**config.mk**
```make
export PLATFORM = sky130hd
export DESIGN_NAME = parallel_to_serial
export DESIGN_NICKNAME = d
export VERILOG_FILES = /design/src/rtl/p2s_pkg.sv /design/src/rtl/p2s_hold_buf.sv /design/src/rtl/parallel_to_serial.sv
export SDC_FILE = /design/constraint.sdc
export NUM_CORES = 1
export LEC_CHECK = 0
export CELL_PAD_IN_SITES_DETAIL_PLACEMENT = 0
export CELL_PAD_IN_SITES_GLOBAL_PLACEMENT = 1
export CORE_ASPECT_RATIO = 0.8
export CORE_UTILIZATION = 47
export DETAILED_ROUTE_END_ITERATION = 16
export DONT_BUFFER_PORTS = 1
export HOLD_SLACK_MARGIN = 0.1
export MAX_ROUTING_LAYER = met4
export PLACE_DENSITY = 0.74
export SKIP_LAST_GASP = 1
export SLEW_MARGIN = 40
export SYNTH_ARGS = -nofsm -noshare
export SYNTH_HDL_FRONTEND = slang
export SYNTH_SLANG_ARGS = --single-unit
```
**constraint.sdc**
```tcl
create_clock -name clk -period 1.8 [get_ports clk]
set_clock_uncertainty 0.1 [all_clocks]
set_input_delay 0.18 -clock clk [delete_from_list [all_inputs] [get_ports clk]]
set_output_delay 0.18 -clock clk [all_outputs]
set_load 0.005 [all_outputs]
```
**src/rtl/p2s_pkg.sv**
```systemverilog
// Shared types and frame-geometry helpers for the parallel-to-serial transmitter.
// Optional build macro PARALLEL_TO_SERIAL_PARITY_EN appends an even-parity bit to each frame.
package p2s_pkg;

  typedef enum logic [1:0] {
    IDLE   = 2'd0,
    SHIFT  = 2'd1,
    PARITY = 2'd2
  } state_e;

`ifdef PARALLEL_TO_SERIAL_PARITY_EN
  localparam bit PARITY_EN = 1'b1;
`else
  localparam bit PARITY_EN = 1'b0;
`endif

  function automatic int frame_len(input int data_w);
    return PARITY_EN ? (data_w + 32'sd1) : data_w;
  endfunction

  function automatic int cnt_width(input int data_w);
    return (frame_len(data_w) > 32'sd1) ? $clog2(frame_len(data_w)) : 32'sd1;
  endfunction

endpackage

```
**src/rtl/p2s_hold_buf.sv**
```systemverilog
// One-entry valid/ready holding register feeding the shifter.
// Build macro PARALLEL_TO_SERIAL_PARITY_EN does not affect this block.
module p2s_hold_buf
  import p2s_pkg::*;
#(
  parameter int DATA_W = 8
) (
  input  logic              clk,
  input  logic              rst,
  input  logic [DATA_W-1:0] in_data,
  input  logic              in_valid,
  output logic              in_ready,
  input  logic              pop,
  output logic [DATA_W-1:0] hold_data,
  output logic              hold_valid
);

  logic accept_s;

  // A pop in the same cycle frees the slot, so a refill can coincide with it.
  assign in_ready = !hold_valid || pop;
  assign accept_s = in_valid && in_ready;

  // Holding register: refill on accept, otherwise drain on pop.
  always_ff @(posedge clk) begin
    if (rst) begin
      hold_valid <= 1'b0;
      hold_data  <= {DATA_W{1'b0}};
    end else if (accept_s) begin
      hold_valid <= 1'b1;
      hold_data  <= in_data;
    end else if (pop) begin
      hold_valid <= 1'b0;
    end
  end

endmodule

```
**src/rtl/parallel_to_serial.sv**
```systemverilog
// Serialiser: words from a one-entry buffer are shifted out one bit per clk with framing pulses.
// Build macro PARALLEL_TO_SERIAL_PARITY_EN adds a trailing even-parity bit (PARITY state).
module parallel_to_serial
  import p2s_pkg::*;
#(
  parameter int   DATA_W     = 8,
  parameter bit   MSB_FIRST  = 1'b1,
  parameter logic IDLE_LEVEL = 1'b0
) (
  input  logic              clk,
  input  logic              rst,
  input  logic [DATA_W-1:0] in_data,
  input  logic              in_valid,
  output logic              in_ready,
  output logic              serial_out,
  output logic              frame_start,
  output logic              frame_end,
  output logic              busy
);

  localparam int CNT_W = cnt_width(DATA_W);
  localparam logic [CNT_W-1:0] LAST_DATA = CNT_W'(DATA_W - 1);
  localparam logic [CNT_W-1:0] PEN_DATA  = CNT_W'(DATA_W - 2);

  state_e             state_r;
  logic [CNT_W-1:0]   bit_cnt_r;
  logic [DATA_W-1:0]  shift_reg_r;
  logic [DATA_W-1:0]  hold_data_s;
  logic               hold_valid_s;
  logic               load_s;
  logic               last_bit_s;
  logic               next_bit_s;
  logic [DATA_W-1:0]  shifted_s;
`ifdef PARALLEL_TO_SERIAL_PARITY_EN
  logic               parity_r;

  function automatic logic even_parity(input logic [DATA_W-1:0] w);
    return ^w;
  endfunction
`endif

  function automatic logic first_bit(input logic [DATA_W-1:0] w);
    return MSB_FIRST ? w[DATA_W-1] : w[0];
  endfunction

  p2s_hold_buf #(.DATA_W(DATA_W)) u_hold (
    .clk        (clk),
    .rst        (rst),
    .in_data    (in_data),
    .in_valid   (in_valid),
    .in_ready   (in_ready),
    .pop        (load_s),
    .hold_data  (hold_data_s),
    .hold_valid (hold_valid_s)
  );

  // shift_reg keeps the bit currently on the line at its leading end.
  assign next_bit_s = MSB_FIRST ? shift_reg_r[DATA_W-2] : shift_reg_r[1];
  assign shifted_s  = MSB_FIRST ? {shift_reg_r[DATA_W-2:0], 1'b0}
                                : {1'b0, shift_reg_r[DATA_W-1:1]};
  assign busy       = (state_r != IDLE) || hold_valid_s;

  // Detect the final bit of the frame now on the line, enabling a gap-free reload.
  always_comb begin
    last_bit_s = 1'b0;
    case (state_r)
      SHIFT:   last_bit_s = !PARITY_EN && (bit_cnt_r == LAST_DATA);
      PARITY:  last_bit_s = PARITY_EN;
      default: last_bit_s = 1'b0;
    endcase
    load_s = hold_valid_s && ((state_r == IDLE) || last_bit_s);
  end

  // Shifter FSM; serial_out and the framing flags are registered together.
  always_ff @(posedge clk) begin
    if (rst) begin
      state_r     <= IDLE;
      bit_cnt_r   <= {CNT_W{1'b0}};
      shift_reg_r <= {DATA_W{1'b0}};
      serial_out  <= IDLE_LEVEL;
      frame_start <= 1'b0;
      frame_end   <= 1'b0;
`ifdef PARALLEL_TO_SERIAL_PARITY_EN
      parity_r    <= 1'b0;
`endif
    end else if (load_s) begin
      state_r     <= SHIFT;
      bit_cnt_r   <= {CNT_W{1'b0}};
      shift_reg_r <= hold_data_s;
      serial_out  <= first_bit(hold_data_s);
      frame_start <= 1'b1;
      frame_end   <= 1'b0;
`ifdef PARALLEL_TO_SERIAL_PARITY_EN
      parity_r    <= even_parity(hold_data_s);
`endif
    end else begin
      case (state_r)
        SHIFT: begin
          if (bit_cnt_r == LAST_DATA) begin
`ifdef PARALLEL_TO_SERIAL_PARITY_EN
            state_r     <= PARITY;
            bit_cnt_r   <= bit_cnt_r + CNT_W'(1);
            serial_out  <= parity_r;
            frame_start <= 1'b0;
            frame_end   <= 1'b1;
`else
            state_r     <= IDLE;
            bit_cnt_r   <= {CNT_W{1'b0}};
            serial_out  <= IDLE_LEVEL;
            frame_start <= 1'b0;
            frame_end   <= 1'b0;
`endif
          end else begin
            bit_cnt_r   <= bit_cnt_r + CNT_W'(1);
            shift_reg_r <= shifted_s;
            serial_out  <= next_bit_s;
            frame_start <= 1'b0;
            frame_end   <= !PARITY_EN && (bit_cnt_r == PEN_DATA);
          end
        end
        default: begin
          state_r     <= IDLE;
          bit_cnt_r   <= {CNT_W{1'b0}};
          serial_out  <= IDLE_LEVEL;
          frame_start <= 1'b0;
          frame_end   <= 1'b0;
        end
      endcase
    end
  end

endmodule

```
; ---- Yosys cells after proc, flatten, opt, wreduce, memory -nomap -nowiden
; Cells that the tools add are included.
[op_classes]
addsub = 1
n_mul = 0
n_div = 0
magnitude_cmp = 0
n_eq_ne = 4
n_shift = 0
n_mux = 13
bitwise = 1
reduce_logical = 11
[op_table]
columns = operator, count
row1 = $mux 7, 3
row2 = $mux 1, 10
row3 = $eq 3x3->1 const B, 2
row4 = $reduce_bool 2->1, 2
row5 = $reduce_or 4->1, 1
row6 = $add 3x1->3 const B, 1
row7 = $logic_or 1x1->1, 3
row8 = $ne 3x2->1 const B, 1
row9 = $logic_and 1x1->1, 2
row10 = $logic_not 2->1, 1
row11 = $ne 2x1->1 const B, 1
row12 = $reduce_and 2->1, 1
row13 = $logic_not 1->1, 1
row14 = $not 1->1, 1
[word_totals]
reg_bits = 23
latchBits = 0
ram_bits = 0
mem_bits_ro = 0
in_bits = 11
output_inout_bits = 5
elab_cells = 38
memories = 0

; ---- Logic depth before layout (Yosys ltp)
[depth]
ltp_word = 7
ltp_mapped = 6

; ---- Hierarchy
; A second synthesis with hierarchy kept.
[unflattened]
cells_unflattened = 98
area_unflattened_um2 = 1064.8
[modules_own_cells]
columns = mod, instances, cells_each, area_each_um2
row1 = parallel_to_serial, 1, 57, 623.1
row2 = p2s_hold_buf, 1, 41, 441.7

; ---- Worst setup path after synthesis
; Ideal clock, no wire load.
[synth_path]
path_kind = reg2reg
startpoint = register bit_cnt_r[0]
endpoint = register shift_reg_r[1]
t_arrival_ps = 1280
t_required_ps = 1621
slack_ps = 341
path_stages_with_launch = 7
cell_sequence = dfxtp_1 > ha_1 > ha_1 > nand2b_1 > buf_2 > buf_6 > a211oi_2
[synth_between]
elab_chain_len = 6
word_cells_on_any_way = 8
cone_classes = eq/ne: 2 / mux: 2 / reduce/logical: 4
[synth_rtl]
columns = item, line
row1 = "start, declared", parallel_to_serial.sv:26  ; logic [CNT_W-1:0] bit_cnt_r;
row2 = "start signal, assigned", parallel_to_serial.sv:78  ; bit_cnt_r <= {CNT_W{1'b0}};
row3 = "start signal, assigned", parallel_to_serial.sv:88  ; bit_cnt_r <= {CNT_W{1'b0}};
row4 = "start signal, assigned", parallel_to_serial.sv:108  ; bit_cnt_r <= {CNT_W{1'b0}};
row5 = $eq 3x3->1 *, "parallel_to_serial.sv:67, parallel_to_serial.sv:99"
row6 = $mux 1, parallel_to_serial.sv:66  ; case (state_r)
row7 = $logic_or 1x1->1, parallel_to_serial.sv:71  ; load_s = hold_valid_s && ((state_r == IDLE) || last_bit_s);
row8 = $logic_and 1x1->1, parallel_to_serial.sv:71
row9 = $ne 2x1->1 (no line) / $reduce_bool 2->1 (equally long branches), --
row10 = $reduce_and 2->1 (no line), --
row11 = "end signal, assigned", parallel_to_serial.sv:79  ; shift_reg_r <= {DATA_W{1'b0}};
row12 = "end signal, assigned", parallel_to_serial.sv:89  ; shift_reg_r <= hold_data_s;
row13 = "end signal, assigned", parallel_to_serial.sv:115  ; shift_reg_r <= shifted_s;
row14 = "end, declared", parallel_to_serial.sv:27  ; logic [DATA_W-1:0] shift_reg_r;
; Mark *: on every way between the ends. The rest lies on a longest branch, timed or not.
; A chain may end at the register's enable or synchronous reset.

; ---- Final worst setup path
[layout_path]
startpoint = register bit_cnt_r[0]
endpoint = output port in_ready
[layout_between]
elab_chain_len = 5
[layout_rtl]
columns = item, line
row1 = $eq 3x3->1, parallel_to_serial.sv:67  ; SHIFT: last_bit_s = !PARITY_EN && (bit_cnt_r == LAST_DATA);
row2 = $mux 1, parallel_to_serial.sv:66
row3 = $logic_or 1x1->1, parallel_to_serial.sv:71
row4 = $logic_and 1x1->1, parallel_to_serial.sv:71
row5 = $logic_or 1x1->1, p2s_hold_buf.sv:21  ; assign in_ready = !hold_valid || pop;
row6 = "end, declared", parallel_to_serial.sv:14  ; output logic in_ready,
; No other way between the ends.

==> results.txt <==
reg2reg path depth = 5
crit start category = flip-flop
# DRC = 0
Fin. Hold Viols = 0
dpl cell area = 1030 um2
Slew @ Worst Pin = 0.565 ns
fin crit share = 93.5%
post-synthesis mux area share = 14.6%
dpl cells = 117
critical path depth in cells = 5
grt peak-use layer = met2
Die W = 54.3 um
H-tree depth = 1
Starting Density = 52.5%
Overflow after GRT = 0
root buf cell = clkbuf_4
die area = 2380 um2
element type at the critical path end = output pin
core area = 1960 um2
Setup violations, final = 0
Max Cap Viol = 0
RD Place Congestion = 0.672
outcome = completed
Antenna Nets Post-Route = 0
RSZ-0062 raised after global routing = false
CP delay by family, top = adder cells
count of state elements after synthesis = 23
Synth Area in Compound Gates = 9.36%
final wirelength = 1620 um
CP max FO = 6
DR vias = 663
CP max stage cell = dfxtp_1
fin nets = 122
Crit Path Category = flip-flop to output pin
Finished Cell Area = 1150 um2
clk_lat worst skew = 0.31 ns
syn_area_per_cell = 10.6 um2
Worst-path clk slew = 0.12 ns
most frequent cells in the layout = 23 x dfxtp_1, 17 x nand2b_1, 15 x mux2i_1, 9 x nor2_1, 9 x dlygate4sd3_1
critical path cell sequence = ha_1, ha_1, nor2b_4, buf_4, nand2_1
Max-slew headroom = 62.1%
worst endpoint required time = 1.52 ns
Cell Pwr Density = 795 nW/um2
Antenna Cells = 0
mapped cell area = 1030 um2
PortBufs = 0
Adder-Cell Fraction of Synth Area = 3.65%
Worst VDD drop = 0.000595 V
largest net degree at the start of global routing = 32
GRT met2 Usage = 27.8%
XOR/XNOR Fraction of Synth Area = 0%
Final Power = 915 uW
wire per inst = 12.4 um
I/O Pins = 16
Num CTS Buffers = 3
Post-Syn Nets = 111
simple-gate share of the synthesized area = 21.5%
Slew Limit Fails = 0
area growth from synthesis to layout = 11.8%
initial antenna violation count = 0
Fmax = 594 MHz
total track usage = 17.5%
HPWL after detailed placement = 1050 um
TNS Setup = 0 ns
Static Leak = 0.458 nW
Syn Inst Count = 97
CTS tree = built
DR pass1 iterations = 4
Finished Layout Cells = 131
Max Root-Sink Buffers = 2
met3 usage = 7.37%
Slowest Stage Delay on Critical Path = 0.34 ns
clk sinks = 23
share of layout cells above drive strength 1 = 17.8%
Critical Path Most Common Cell = ha_1
Ys Warns = 0
vias in the first global route = 684
DR iter-0 viols = 3
first-pass GRT wire length = 2830 um
routing usage on met1 = 18.8%
Critical path buffers and inverters = 1
Die Ht = 43.9 um
post-layout minimum cycle time = 1.68 ns
worst min path class = input port to flip-flop
Yosys cell types = 21
drt via density = 5.06
largest family of logic cells by synthesized area = simple AND/OR/NAND/NOR gates
sequential share of the synthesized area = 44.7%
commonest non-fill, non-tap cell in the layout = dfxtp_1
crit path DAT = 1.40 ns
cell row count = 14
worst hold path depth = 2
==> sequential cells by signal, indices dropped and copies added (netlist names) <==
name	count
bit_cnt_r	3
frame_end	1
frame_start	1
serial_out	1
shift_reg_r	7
state_r	1
u_hold.hold_data	8
u_hold.hold_valid	1
==> cell families (layout without fill, tap and decap cells) <==
family | after synthesis | after routing
simple gates | 38 | 38
flops | 23 | 23
mux | 15 | 15
compound gates | 9 | 9
buf+inv | 9 | 19
fa+ha+maj | 3 | 3
==> worst reg2reg max path, cell delays in order, from the launching register on <==
cell and delay (ns):
dfxtp_1 0.37, ha_1 0.16, ha_1 0.20, nor2b_4 0.06, a21boi_2 0.46, mux2i_1 0.25
==> Yosys cell counts (all sizes together) <==
library cell / number / area share, %
dfxtp: 23 / 45
nand2b: 17 / 10
mux2i: 15 / 15
nor2: 9 / 3.3
buf: 7 / 5.5
a211oi: 6 / 7.3
nor3: 4 / 2.4
ha: 3 / 3.6
nand2: 3 / 1.1
a21oi: 2 / 0.97
nor3b: 2 / 1.9
a21boi: 1 / 1.1
clkbuf: 1 / 0.36
inv: 1 / 0.36
nand3: 1 / 0.49
nor2b: 1 / 1.3
or2: 1 / 0.61
==> cell type report <==
class	instances	area, um2
inverters	1	3.75
multi-input cells	65	505
well taps	24	30.0
flip-flops and latches	23	460
fillers	187	811
repair buffers	14	125
clock buffers	4	26.3
==> final timing paths <==
check / slack (ns) / endpoint / start
setup reg to reg: 0.15 / u_hold.hold_data[1] / bit_cnt_r[0]
setup / recovery: 0.12 / in_ready / bit_cnt_r[0]
hold reg to reg: 0.37 / frame_end / bit_cnt_r[2]
hold / removal: 0.17 / u_hold.hold_data[7] / in_valid
==> power breakdown <==
part	total (mW)	internal (mW)	switching, mW	leakage [nW]
combinational	0.127	0.0666	0.0605	0.254
clock	0.232	0.0866	0.146	0.0150
sequential	0.555	0.539	0.0164	0.189
total	0.915	0.692	0.223	0.458
==> stage by stage <==
step                      hold slack [ns]  worst slack, ns  util (%)
after floorplan                     0.197            0.341         -
after global placement              0.149            0.186      52.5
after detailed placement            0.149            0.136      52.5
after CTS                           0.161           0.0910      58.9
after global routing                0.153          0.00512      58.7
final                               0.166            0.117      58.7
==> what timing repair did <==
action,4_1_cts,5_1_grt
setup buffers,0,0
endpoints found under the hold margin,23,0
resized for setup,0,0
hold buffers,10,0
==> layer usage <==
layer	part of all wire (%)	wire, um
met1	48	780
met2	45	722
met3	5.5	89
met4	1.7	27
met5	0	0
Power figures use the tool's default switching activity.
